==> config.mk <==
export PLATFORM = sky130hd
export DESIGN_NAME = seg_scan_bcd
export DESIGN_NICKNAME = d
export VERILOG_FILES = /design/src/rtl/seg_scan_bcd.sv
export SDC_FILE = /design/constraint.sdc
export NUM_CORES = 1
export LEC_CHECK = 0
export ABC_AREA = 1
export BUFFER_PORTS_ARGS = -buffer_cell sky130_fd_sc_hd__buf_2
export CAP_MARGIN = 30
export CELL_PAD_IN_SITES_DETAIL_PLACEMENT = 1
export CELL_PAD_IN_SITES_GLOBAL_PLACEMENT = 1
export CORE_ASPECT_RATIO = 1.5
export CORE_MARGIN = 2
export CORE_UTILIZATION = 30
export CTS_CLUSTER_SIZE = 10
export DETAILED_ROUTE_END_ITERATION = 8
export GPL_TIMING_DRIVEN = 0
export HOLD_SLACK_MARGIN = 0.15
export PLACE_DENSITY = 0.69
export SYNTH_ARGS = -nofsm -noshare
export SYNTH_HDL_FRONTEND = slang
export SYNTH_SLANG_ARGS = --single-unit
==> constraint.sdc <==
create_clock -name clk1 -period 3.1 [get_ports clk1]
set_clock_uncertainty 0.2 [all_clocks]
set_input_delay 0.31 -clock clk1 [delete_from_list [all_inputs] [get_ports clk1]]
set_output_delay 0.31 -clock clk1 [all_outputs]
set_load 0.01 [all_outputs]
==> src/rtl/seg_scan_bcd.sv <==
// rtl/seg_scan_bcd.sv - binary to BCD converter (shift-add-3) driving a multiplexed seven-segment scan
module seg_scan_bcd #(
  parameter int N_DIG    = 8,
  parameter int BIN_W    = 16,
  parameter int SCAN_DIV = 50000
) (
  input  logic             clk1,
  input  logic             rst,
  input  logic             load,
  input  logic [BIN_W-1:0] bin_in,
  input  logic [N_DIG-1:0] dp_in,
  input  logic             lz_en,
  output logic             busy,
  output logic [N_DIG-1:0] dig,
  output logic [6:0]       seg,
  output logic             dp
);

  localparam int AW = 4 * N_DIG;
  localparam int CW = $clog2(BIN_W);
  localparam int IW = (N_DIG > 1) ? $clog2(N_DIG) : 1;
  localparam int PW = $clog2(SCAN_DIV);

  typedef enum logic [1:0] {IDLE, SHIFT, DONE} state_t;

  state_t           state, state_nxt;
  logic [BIN_W-1:0] data_q;
  logic [AW-1:0]    acc_q, acc_adj;
  logic             ovf_q;
  logic [CW-1:0]    cnt_q;
  logic [N_DIG-1:0] cap_dp_q;

  logic [AW-1:0]    disp_q;
  logic             disp_ovf_q;
  logic [N_DIG-1:0] disp_dp_q;

  logic [PW-1:0]    presc_q;
  logic [IW-1:0]    idx_q;

  logic [3:0]       nib;
  logic [6:0]       code;
  logic             blank;
  logic [N_DIG-1:0] dig_nxt;
  logic [6:0]       seg_nxt;
  logic             dp_nxt;

  always_ff @(posedge clk1) begin
    if (rst) state <= IDLE;
    else     state <= state_nxt;
  end

  always_comb begin
    state_nxt = state;
    case (state)
      IDLE:    if (load) state_nxt = SHIFT;
      SHIFT:   if (cnt_q == '0) state_nxt = DONE;
      DONE:    state_nxt = IDLE;
      default: state_nxt = IDLE;
    endcase
  end

  always_comb begin
    busy = (state != IDLE);
  end

  // Add-3 correction on every nibble before the shift keeps each nibble a valid BCD digit.
  always_comb begin
    acc_adj = acc_q;
    for (int i = 0; i < N_DIG; i++) begin
      if (acc_q[4*i +: 4] >= 4'd5) acc_adj[4*i +: 4] = acc_q[4*i +: 4] + 4'd3;
    end
  end

  always_ff @(posedge clk1) begin
    if (rst) begin
      data_q     <= '0;
      acc_q      <= '0;
      ovf_q      <= 1'b0;
      cnt_q      <= '0;
      cap_dp_q   <= '0;
      disp_q     <= '0;
      disp_ovf_q <= 1'b0;
      disp_dp_q  <= '0;
    end else begin
      case (state)
        IDLE: begin
          if (load) begin
            data_q   <= bin_in;
            acc_q    <= '0;
            ovf_q    <= 1'b0;
            cnt_q    <= CW'(BIN_W - 1);
            cap_dp_q <= dp_in;
          end
        end
        SHIFT: begin
          {acc_q, data_q} <= {acc_adj, data_q} << 1;
          ovf_q           <= ovf_q | acc_adj[AW-1];
          cnt_q           <= cnt_q - CW'(1);
        end
        DONE: begin
          disp_q     <= acc_q;
          disp_ovf_q <= ovf_q;
          disp_dp_q  <= cap_dp_q;
        end
        default: ;
      endcase
    end
  end

  always_ff @(posedge clk1) begin
    if (rst) begin
      presc_q <= '0;
      idx_q   <= '0;
    end else if (presc_q == PW'(SCAN_DIV - 1)) begin
      presc_q <= '0;
      idx_q   <= (idx_q == IW'(N_DIG - 1)) ? '0 : idx_q + IW'(1);
    end else begin
      presc_q <= presc_q + PW'(1);
    end
  end

  always_comb begin
    nib = disp_q[4*idx_q +: 4];
    case (nib)
      4'd0:    code = 7'b1000000;
      4'd1:    code = 7'b1111001;
      4'd2:    code = 7'b0100100;
      4'd3:    code = 7'b0110000;
      4'd4:    code = 7'b0011001;
      4'd5:    code = 7'b0010010;
      4'd6:    code = 7'b0000010;
      4'd7:    code = 7'b1111000;
      4'd8:    code = 7'b0000000;
      4'd9:    code = 7'b0010000;
      default: code = 7'b1111111;
    endcase
    // A digit is a leading zero when it and every digit to its left are zero.
    blank   = lz_en && (idx_q != '0) && ((disp_q >> (4 * idx_q)) == '0);
    seg_nxt = disp_ovf_q ? 7'b0111111 : (blank ? 7'b1111111 : code);
    dp_nxt  = disp_ovf_q ? 1'b1 : ~disp_dp_q[idx_q];
    dig_nxt = ~(N_DIG'(1) << idx_q);
  end

  always_ff @(posedge clk1) begin
    if (rst) begin
      dig <= '1;
      seg <= 7'b1111111;
      dp  <= 1'b1;
    end else begin
      dig <= dig_nxt;
      seg <= seg_nxt;
      dp  <= dp_nxt;
    end
  end

endmodule

# Word-level counts from Yosys, hierarchy flattened

Memory sizes are Yosys's and may differ from the RTL's.
Index checks and enable logic that the tools add are counted.

Register bits: 139
Bits in latches: 0
Bits in writable memories: 0
ROM bits: 112
Logic and storage cells: 86
Memories kept: 1

Memory list:

| memory          | depth | width | rd ports | clocked after Yosys merged registers in | wr ports | line | text |
|---|---|---|---|---|---|---|---|
| (no name shown) | 16    | 7     | 1        | 0                                       | 0        | 124  | `case (nib)` |

Add/sub/neg operators: 11
Multiply operators: 0
Divide/modulo/power cells: 0
Order comparisons: 9
Equality and inequality tests: 6
Shift-type cells: 3
Multiplexer cells: 24
Bitwise logic cells: 3
Reductions and logical operators: 14

Operator list:

| cell                                                                         | number |
|---|---|
| 32-bit case mux with 2 select lines                                          | 1 |
| 4-bit 2-to-1 mux                                                             | 9 |
| 4-bit by 2-bit adder with 4-bit output, second input constant                | 8 |
| 4-bit by 3-bit >= comparator with 1-bit output, second input constant        | 8 |
| 32-bit logical NOT                                                           | 1 |
| 32-bit 2-to-1 mux                                                            | 1 |
| 16-bit case mux with 2 select lines                                          | 1 |
| 32-bit by 6-bit indexed part select with 4-bit output                        | 1 |
| 32-bit by 5-bit >> shifter with 32-bit output                                | 1 |
| 16-bit by 1-bit adder with 16-bit output, second input constant              | 1 |
| 16-bit equality test, second input constant                                  | 1 |
| 16-bit 2-to-1 mux                                                            | 1 |
| 7-bit 2-to-1 mux                                                             | 2 |
| 8-bit inverter                                                               | 1 |
| 4-bit case mux with 2 select lines                                           | 1 |
| 1-bit by 3-bit << shifter with 8-bit output, first input constant            | 1 |
| 2-bit AND reduction                                                          | 3 |
| 4-bit logical NOT                                                            | 1 |
| 3-bit by 4-bit less-than comparator with 1-bit output, second input constant | 1 |
| 2-bit 2-to-1 mux                                                             | 2 |
| 2-bit != test, second input constant                                         | 2 |
| 2-bit case mux with 2 select lines                                           | 1 |
| 2-bit nonzero test                                                           | 2 |
| 2-bit OR reduction                                                           | 2 |
| 15 further kinds                                                             | 17 |

# Depth between registers and ports, before layout

Depth after elaboration: 5
Gate-level depth with buffers: 18
Mapped depth without buffers: 16

# Worst setup path after synthesis

Ideal clock, no wire load.

Kind: reg-to-reg
From: register idx_q[1]
To: register seg[6]
Arrival time: 1923 ps
Setup slack: 915 ps
Cell stages (with the launch flop): 16
Path buffers: 2
Period minus slack after synthesis: 2185 ps
Path through: dfxtp_1 inv_2 buf_2 buf_6 o21ai_0 nand2_1 o21ai_1 ha_1 inv_1 nor2_4 nand2_2 nor2_4 nand3_4 nand2_1 nand2_1 nand2_1

Cells in the longest elaborated chain, start to end: 5
Elaborated cells on any way between the ends: 9
Classes of those cells: 2 x shift; 2 x mux; 4 x reduce/logical; 1 x memory

Ends and longest elaborated chain:

| element                                                   | line | text |
|---|---|---|
| start, declared                                           | 38   | `logic [IW-1:0] idx_q;` |
| start signal, assigned                                    | 116  | `idx_q <= (idx_q == IW'(N_DIG - 1)) ? '0 : idx_q + IW'(1);` |
| branches (longest 3 deep; another with memory 16 x 7 bit) | --   |  |
| 7-bit 2-to-1 mux (*) (2 in series)                        | 139  | `seg_nxt = disp_ovf_q ? 7'b0111111 : (blank ? 7'b1111111 : code);` |
| end signal, assigned                                      | 151  | `seg <= seg_nxt;` |
| end, declared                                             | 15   | `output logic [6:0] seg,` |

Mark *: on every way between the ends.
A chain may end at the register's enable or synchronous reset.

# Worst setup path in the final report

Ends and elaborated chain as after synthesis.

==> flow_summary.ini <==
[synthesis]
ys_seq_elements = 139
synth.net_count = 989
synth.top_cell.area_share_pct = 41.60
synth.top_cells.by_area = dfxtp_1 42%, nand2_1 11%, o21ai_0 7.5%
synth-edff-count = 0
muxShareOfSynthArea_pct = 0
yosysSeqAreaShare_pct = 41.60
synth_cell_types = 41
async_flop_share_pct = 0
syn_area_per_cell_um2 = 7.169
synth_area_um2 = 6689
postSynthCellCount = 933
synth-xor-area-share_pct = 1.178
ys_warn_count = 0
synth-compound-area-share_pct = 18.37
synthAdderAreaFrac_pct = 5.238
synth-simple-area-share_pct = 24.26
synth_top_family_by_area = simple AND/OR/NAND/NOR gates
synthFlopType = dfxtp_1
synth_top_cell_by_area = dfxtp_1

[placement]
dp.cells = 1248
port_buffers = 43
hpwlAfterDp_mm = 14.77
place.gp.congestion = 0.8683

[cts]
h-tree-depth = 4
cts_sinks = 139
clkTransAtPathRegs_ps = 70
cts_resized = 0
cts_hold_buf = 24
cts_buffer_depth = 2
cts_tree = built
clkLatencyLatePin_ps = 430
cts_inserted_buffers = 17
cts_root_buf = clkbuf_16
cts_setup_buffers = 0

[detailed_routing]
drc = 0
wl_mm = 19.53
vias = 6373
dr.pass1.iters = 5
ant_nets = 0
wl_per_cell_um = 14.98
drt_iter0_markers = 196
avgViaCountPerCell = 4.887

[sta]
rsz0062_at_grt = no
fmax_mhz = 359.7
max-slew-margin-rel_pct = 49.63
timing.final.crit_share_pct = 89.67
finalCriticalPeriod_ps = 2780
tightest_slew_ps = 755.5
slew_violations = 0
setup-tns-final_ps = 0
finalHoldViolCount = 0
setup_viol_count_final = 0

[setup_path]
crit_fanout = 11
r2r_end = seg[6]$_SDFF_PP1_
critPathKind = reg2reg
r2r-start = idx_q[1]$_SDFFE_PP0P_
worstSetupEndpointType = flop
reg2reg_depth = 16
reg2reg_slack_ps = 320
worstPathArrival_ps = 2940
startpoint_type = flop
required_ps = 3260

[cells_and_area]
final_cell_mix = 189 x nand2_1, 139 x dfxtp_1, 100 x o21ai_0, 98 x inv_1, 94 x a21oi_1
final_common_cell = nand2_1
drive_gt1_share_pct = 10.47
syn_to_final_growth_pct = 20.46
multi_input_area_um2 = 3281
diodes = 0
instances_no_fill = 1304
seq_area_um2 = 2783
n_fill_cell = 2775
final_nets = 1075

[die]
die_h_um = 186.9
die_w_um = 125.9
num_rows = 66
dieArea_um2 = 23530
coreArea_um2 = 21800
io_pins = 45
start_util_pct = 30.68

[flow_run]
maxCapViolations = 0

[outcome]
outcome = completed

[grt]
grt_pass1_vias = 6598
gr-total-overflow = 0
grt_use_total_pct = 17.08
antenna_found_initial = 0
grt_pass1_wl_mm = 32.55
grt_max_degree = 17

[worst_hold_path]
hold_class = in2reg
hold_depth = 4
worst_hold_startpoint = load
hold_end = state[0]$_SDFFE_PP0P_

[pwr]
power_density_nw_per_um2 = 535.7
cellLeakagePower_nw = 3.168
vdd_ir_drop_max_uv = 382.4
-- registers in the layout, indices dropped and copies added (netlist names), 3 cells and up --
name       cells
disp_dp_q      8
seg            7
disp_q        32
acc_q         32
cnt_q          4
data_q        16
presc_q       16
idx_q          3
dig            8
cap_dp_q       8
-- stage by stage --
step	hold slack, ps	util (%)	power [W]	setup WS (ps)	cell area [µm²]
6_report	231.6	36.96	0.004316	320.2	8058
4_1_cts	219.7	36.96	0.004367	285.2	8058
5_1_grt	270.5	36.96	0.004503	105.3	8058
3_3_place_gp	246.4	33.23	0.002328	376.9	7244
2_1_floorplan	230.3	-	0.002188	915.4	6689
3_5_place_dp	258.5	33.23	0.002337	317.3	7244
-- worst max-delay path by stage --
stage	startpoint	end	cells after the start
after CTS	idx_q[1]$_SDFFE_PP0P_	seg[6]$_SDFF_PP1_	16
after global routing	idx_q[1]$_SDFFE_PP0P_	seg[6]$_SDFF_PP1_	16
after global placement	idx_q[1]$_SDFFE_PP0P_	seg[6]$_SDFF_PP1_	16
after detailed placement	idx_q[1]$_SDFFE_PP0P_	seg[6]$_SDFF_PP1_	16
final	idx_q[1]$_SDFFE_PP0P_	seg[6]$_SDFF_PP1_	16
after floorplan	idx_q[1]$_SDFFE_PP0P_	seg[6]$_SDFF_PP1_	15
-- report_power, final --
group | switching, W | internal (W)
clock network | 0.000930 | 0.00107
logic | 0.000277 | 0.000144
registers | 0.0000376 | 0.00186
total | 0.00124 | 0.00307
-- Yosys cell counts, types with 9 or more instances --
cell,number
a31oi_1,9
ha_1,28
clkbuf_1,28
a21oi_1,94
o21ai_0,100
nor2_1,86
buf_2,9
dfxtp_1,139
inv_1,98
nand4_1,13
nor3_1,11
xor2_1,9
nand2_1,189
nand3_1,63
-- cell type report --
class | instances | share of cell area, %
Sequential cell | 139 | 34.53
Clock buffer | 17 | 5.280
Buffer | 46 | 2.981
Inverter | 102 | 4.783
Tap cell | 272 | 4.224
Multi-Input combinational cell | 646 | 40.71
Clock inverter | 15 | 1.832
Timing Repair Buffer | 67 | 5.652
-- per-layer routing --
layer | vias up | GRT usage (%) | share of wire (%)
met1 | 3009 | 17.85 | 41
met3 | 31 | 2.860 | 2.2
met2 | 82 | 33.42 | 55
met5 | - | 0 | 0
li1 | 3251 | - | -
met4 | 0 | 6.298 | 2.6
-- logic make-up (layout without fill, tap and decap cells) --
kind of cell,count (synthesis),in the layout
buf+inv,148,247
flops,139,139
xor+xnor,9,9
compound gates,230,230
fa+ha+maj,28,28
simple gates,379,379
-- worst max-delay path: stages, from the launching register on --
cell	delay (ps)
dfxtp_1	420
inv_2	170
buf_2	250
buf_6	190
o211ai_1	170
o21ai_0	120
nand2_1	60
o21ai_1	200
ha_1	240
inv_1	70
nor2_4	110
nand2_2	60
nor2_4	120
nand3_4	120
nand2_1	80
nand2_1	50
nand2_1	60
Power figures use the tool's default switching activity.
